==> src/rtl/key_code_gen.sv <==
// key_code_gen: turns two raw active-low push-keys into a 3-bit code
// {in1,in2,in3} for the downstream one-hot decoder. A debounced step key
// advances the code in MANUAL mode. A debounced mode key toggles into AUTO,
// where the code advances once every AUTO_MAX+1 clocks.
module key_code_gen #(
    parameter logic [19:0] CNT_MAX  = 20'd999_999,
    parameter logic [24:0] AUTO_MAX = 25'd24_999_999
) (
    input  logic sys_clk,
    input  logic sys_rst_n,
    input  logic key_step,
    input  logic key_mode,
    output logic in1,
    output logic in2,
    output logic in3,
    output logic auto_flag,
    output logic code_valid
);

    typedef enum logic {
        MANUAL = 1'b0,
        AUTO   = 1'b1
    } state_t;

    // Index 0 is the step key, index 1 is the mode key.
    logic [1:0] key_raw;
    logic [1:0] press_flag;
    logic       step_flag;
    logic       mode_flag;

    assign key_raw   = {key_mode, key_step};
    assign step_flag = press_flag[0];
    assign mode_flag = press_flag[1];

    genvar k;
    generate
        for (k = 0; k < 2; k++) begin : g_key
            logic        sync1_q;
            logic        sync2_q;
            logic [19:0] cnt_q;
            logic [19:0] cnt_d;
            logic        flag_q;

            // Two-flop synchronizer; flops rest at 1 so a released key reads high.
            always_ff @(posedge sys_clk or negedge sys_rst_n) begin
                if (!sys_rst_n) begin
                    sync1_q <= 1'b1;
                    sync2_q <= 1'b1;
                end else begin
                    sync1_q <= key_raw[k];
                    sync2_q <= sync1_q;
                end
            end

            // Low-time counter: clears on release, saturates so a long hold
            // never reaches the trigger value a second time.
            always_comb begin
                cnt_d = cnt_q;
                if (sync2_q) begin
                    cnt_d = '0;
                end else if (cnt_q != CNT_MAX) begin
                    cnt_d = cnt_q + 20'd1;
                end
            end

            // Counter state and the registered one-cycle press pulse.
            always_ff @(posedge sys_clk or negedge sys_rst_n) begin
                if (!sys_rst_n) begin
                    cnt_q  <= '0;
                    flag_q <= 1'b0;
                end else begin
                    cnt_q  <= cnt_d;
                    flag_q <= !sync2_q && (cnt_q == CNT_MAX - 20'd1);
                end
            end

            assign press_flag[k] = flag_q;
        end
    endgenerate

    state_t      state_q;
    logic [2:0]  code_q;
    logic [24:0] auto_cnt_q;
    logic        auto_flag_q;
    logic        code_valid_q;

    // Mode/step FSM with registered outputs; mode_flag always takes priority.
    always_ff @(posedge sys_clk or negedge sys_rst_n) begin
        if (!sys_rst_n) begin
            state_q      <= MANUAL;
            code_q       <= 3'b000;
            auto_cnt_q   <= '0;
            auto_flag_q  <= 1'b0;
            code_valid_q <= 1'b0;
        end else begin
            code_valid_q <= 1'b0;
            case (state_q)
                MANUAL: begin
                    if (mode_flag) begin
                        state_q     <= AUTO;
                        auto_flag_q <= 1'b1;
                        auto_cnt_q  <= '0;
                    end else if (step_flag) begin
                        code_q       <= code_q + 3'd1;
                        code_valid_q <= 1'b1;
                    end
                end
                AUTO: begin
                    if (mode_flag) begin
                        state_q     <= MANUAL;
                        auto_flag_q <= 1'b0;
                    end else if (auto_cnt_q == AUTO_MAX) begin
                        auto_cnt_q   <= '0;
                        code_q       <= code_q + 3'd1;
                        code_valid_q <= 1'b1;
                    end else begin
                        auto_cnt_q <= auto_cnt_q + 25'd1;
                    end
                end
                default: begin
                    state_q     <= MANUAL;
                    auto_flag_q <= 1'b0;
                end
            endcase
        end
    end

    assign in1        = code_q[2];
    assign in2        = code_q[1];
    assign in3        = code_q[0];
    assign auto_flag  = auto_flag_q;
    assign code_valid = code_valid_q;

endmodule
==> config.mk <==
export PLATFORM = sky130hd
export DESIGN_NAME = key_code_gen
export DESIGN_NICKNAME = d
export VERILOG_FILES = /design/src/rtl/key_code_gen.sv
export SDC_FILE = /design/constraint.sdc
export NUM_CORES = 1
export LEC_CHECK = 0
export CORE_AREA = 2 2 80 82
export CTS_BUF_LIST = sky130_fd_sc_hd__clkbuf_4 sky130_fd_sc_hd__clkbuf_8
export CTS_CLUSTER_SIZE = 8
export DETAILED_ROUTE_END_ITERATION = 16
export DIE_AREA = 0 0 82 84
export PLACE_DENSITY = 0.85
export SLEW_MARGIN = 20
export SYNTH_ARGS = -nofsm -noshare
export SYNTH_HDL_FRONTEND = slang
export SYNTH_SLANG_ARGS = --single-unit
==> constraint.sdc <==
create_clock -name sys_clk -period 6.26 [get_ports sys_clk]
set_clock_uncertainty 0.05 [all_clocks]
set_input_delay 0.626 -clock sys_clk [delete_from_list [all_inputs] [get_ports sys_clk]]
set_output_delay 0.626 -clock sys_clk [all_outputs]
set_load 0.005 [all_outputs]
==> impl_metrics.csv <==
group,metric,value,unit
timing,tns,0,ns
setup_path,timing.rr.start,"state_q$_DFF_PN0_",
synthesis,synth_top_area_cell,"dfrtp_1",
timing,slew_viol_final,0,
detailed_routing,vias,2832,
cells_and_area,drive_above_1_share,8.54,%
timing,period_share,41.1,%
setup_path,end_kind,"register",
grt,first_global_vias,2828,
setup_path,max_stage_delay,0.68,ns
timing,timing.hold.ws,0.309,ns
setup_path,crit_chain,"inv_1 > ha_1 > nand4_1 > nor4_2 > nand3_1 > xor2_1 > nor2_1",
synthesis,yosysTopAreaCellShare,47.9,%
cts,cts_tree,"yes",
cts,cts_max_path_buffers,2,
synthesis,synth_seq_cells,77,
worst_hold_path,holdCritStartpoint,"g_key[0].sync1_q$_DFF_PN1_",
timing,setup_viol,0,
grt,grt.total_usage,22.4,%
setup_path,arrival,2.74,ns
cts,htreeDepth,3,
detailed_routing,avgViaCountPerCell,5.96,
synthesis,async_flop_share,100,%
placed_design,hpwl,4780,µm
timing,finalHoldViolations,0,
synthesis,netlist_top_cells_count,"73 x dfrtp_1, 66 x nor2_1, 35 x xor2_1",
detailed_routing,drc_errors,0,
cells_and_area,final_nets,406,
cts,cts-root-buf,"clkbuf_8",
synthesis,syn-num-nets,399,
setup_path,path_class,"reg2reg",
grt,grt_util_met3,3.25,%
detailed_routing,finalWirelength,7120,µm
power,peakVddDrop,0.171,mV
detailed_routing,drt_iter0_markers,199,
setup_path,crit_slowest_cell,"nor4_2",
power,powerDensity,228,nW/µm²
timing,fin_crit,2.57,ns
die,rows,29,
detailed_routing,ant_nets,0,
worst_hold_path,hold_class,"reg2reg",
grt,grt_pass1_wl,12100,µm
synthesis,synth_edf_count,0,
timing,worst_pin_slew,0.942,ns
cts,clkLatencyLatePin,0.35,ns
grt,use_met1,28.6,%
cts,post_cts_buffers,0,
die,initial_core_util,62.6,%
setup_path,cp-startpoint,"state_q$_DFF_PN0_",
die,core_area,6100,µm²
setup_path,worst-path-max-fanout,12,
cells_and_area,nFillCells,467,
synthesis,yosysWarnings,0,
cts,clock-sinks,77,
status,status,"complete, no violations",
setup_path,cp.buffers_inverters,1,
cts,clk_pin_slew,0.08,ns
die,die_y,84,µm
cells_and_area,antenna_cells,0,
placed_design,place.gp.congestion,0.765,
synthesis,avgSynthCellArea,9.85,µm²
grt,use_met2,37.5,%
synthesis,synthTopCellsByArea,"dfrtp_1 48%, xor2_1 8.0%, nor2_1 6.5%, nand4_1 3.1%, nand3_1 3.0%",
setup_path,crit_path_start_kind,"register",
setup_path,critPathRequiredTime,6.42,ns
detailed_routing,wl_per_cell,15.0,µm
synthesis,synth-seq-area-share,50.7,%
synthesis,synth.most_common_cell,"dfrtp_1",
timing,rsz0062_at_grt,"no",
placed_design,portBuffers,8,
setup_path,rrSetupSlack,3.69,ns
synthesis,syn_inst,387,
die,die-width,82,µm
grt,grt-ovfl-total,0,
detailed_routing,first_pass_iters,4,
die,dieArea,6890,µm²
power,p_leak,0.00181,µW
synthesis,synthFlopType,"dfrtp_1",
cts,cts_hold_buf,0,
grt,antenna_found_initial,0,
synthesis,yosysUniqueCellTypes,51,
grt,busiest_layer,"met2",
synthesis,syn-cell-area,3810,µm²
timing,fmax,388,MHz
grt,grt_max_degree,78,
cells_and_area,area_growth,8.73,%
flow_run,cap_violations,0,
cts,cts_resized,0,
timing,slew_headroom,37.2,%
die,io_pins,9,
cts,cts_buffers,9,
setup_path,path_delay_family,"simple AND/OR/NAND/NOR gates",
[per-layer routing]
layer  vias to the layer above  wire length, µm
li1                       1365                -
met1                      1405             3190
met2                        48             3600
met3                        14              192
met4                         0              145
met5                         -                0
[registers in the layout (all words and copies together) (netlist names)]
register and flops:
g_key.flag_q 2, state_q 1, g_key.cnt_q 40, code_q 3
g_key.sync1_q 2, code_valid 1, g_key.sync2_q 2, auto_flag 1
auto_cnt_q 25
[cells in the final DEF, fill, tap and decap left out, drive strengths merged, types with 3 or more instances in the layout]
cell type / synthesis / routed
o21ai: 10 / 10
inv: 11 / 11
clkdlybuf4s50: 0 / 7
ha: 8 / 8
xor2: 35 / 35
nor3: 9 / 9
a21oi: 9 / 9
nand4: 19 / 19
nor2: 66 / 66
and4: 7 / 7
and3: 6 / 6
or2: 4 / 4
or3: 5 / 5
o31ai: 5 / 5
nand3: 24 / 24
dfrtp: 73 / 73
nor4: 11 / 11
nand2b: 3 / 3
nand2: 29 / 29
clkbuf: 6 / 11
xnor2: 8 / 8
dfstp: 4 / 4
[metrics by stage]
stage / power (µW) / instances / area, µm² / setup slack [ns] / util [%]
finish: 944 / 475 / 4150 / 3.69 / 68.0
global route: 966 / 475 / 4150 / 3.44 / 68.0
CTS: 946 / 475 / 4150 / 3.68 / 68.0
floorplan: 527 / 387 / 3810 / 4.15 / -
detailed placement: 541 / 460 / 3930 / 3.69 / 64.4
global placement: 540 / 460 / 3930 / 3.86 / 64.4
[path summary, 6_finish.rpt]
path                                                  endpoint  cells after the start
worst max-delay path                auto_cnt_q[13]$_DFFE_PN0P_                      7
worst min-delay path                g_key[0].sync2_q$_DFF_PN1_                      0
worst max register to register      auto_cnt_q[13]$_DFFE_PN0P_                      7
worst min register to register      g_key[0].sync2_q$_DFF_PN1_                      0
max in group asynchronous        g_key[1].cnt_q[0]$_DFFE_PN0P_                      1
min in group asynchronous       g_key[1].cnt_q[14]$_DFFE_PN0P_                      1
[worst register-to-register path, cell delays in order, from the launching register on]
cell	delay, ns
dfrtp_1	0.42
inv_1	0.14
ha_1	0.52
nand4_1	0.21
nor4_2	0.68
nand3_1	0.19
xor2_1	0.18
nor2_1	0.06
[cell type report]
cell class	instances	area, µm²	area share, %
inverters	11	41.3	0.996
clock inverters	4	72.6	1.75
clock buffers	11	145	3.50
repair buffers	8	77.6	1.87
well taps	77	96.3	2.32
multi-input cells	287	1780	43.0
flip-flops and latches	77	1930	46.6
[power breakdown]
part           switching, µW  internal, µW  leakage (µW)  total (µW)
combinational           13.7          5.68      0.000642        19.3
clock                    176           237      0.000109         413
sequential              8.55           503       0.00106         511
total                    198           745       0.00181         944
[logic make-up (layout without fill, tap and decap cells)]
logic type	Yosys count	after routing	synth area share, %
simple gates	196	196	27.1
flops	77	77	50.7
xor+xnor	43	43	9.88
compound gates	36	36	5.87
buf+inv	23	34	2.62
fa+ha+maj	8	8	2.62
mux	4	4	1.21
Note: power is estimated with default switching activity, not from simulation.
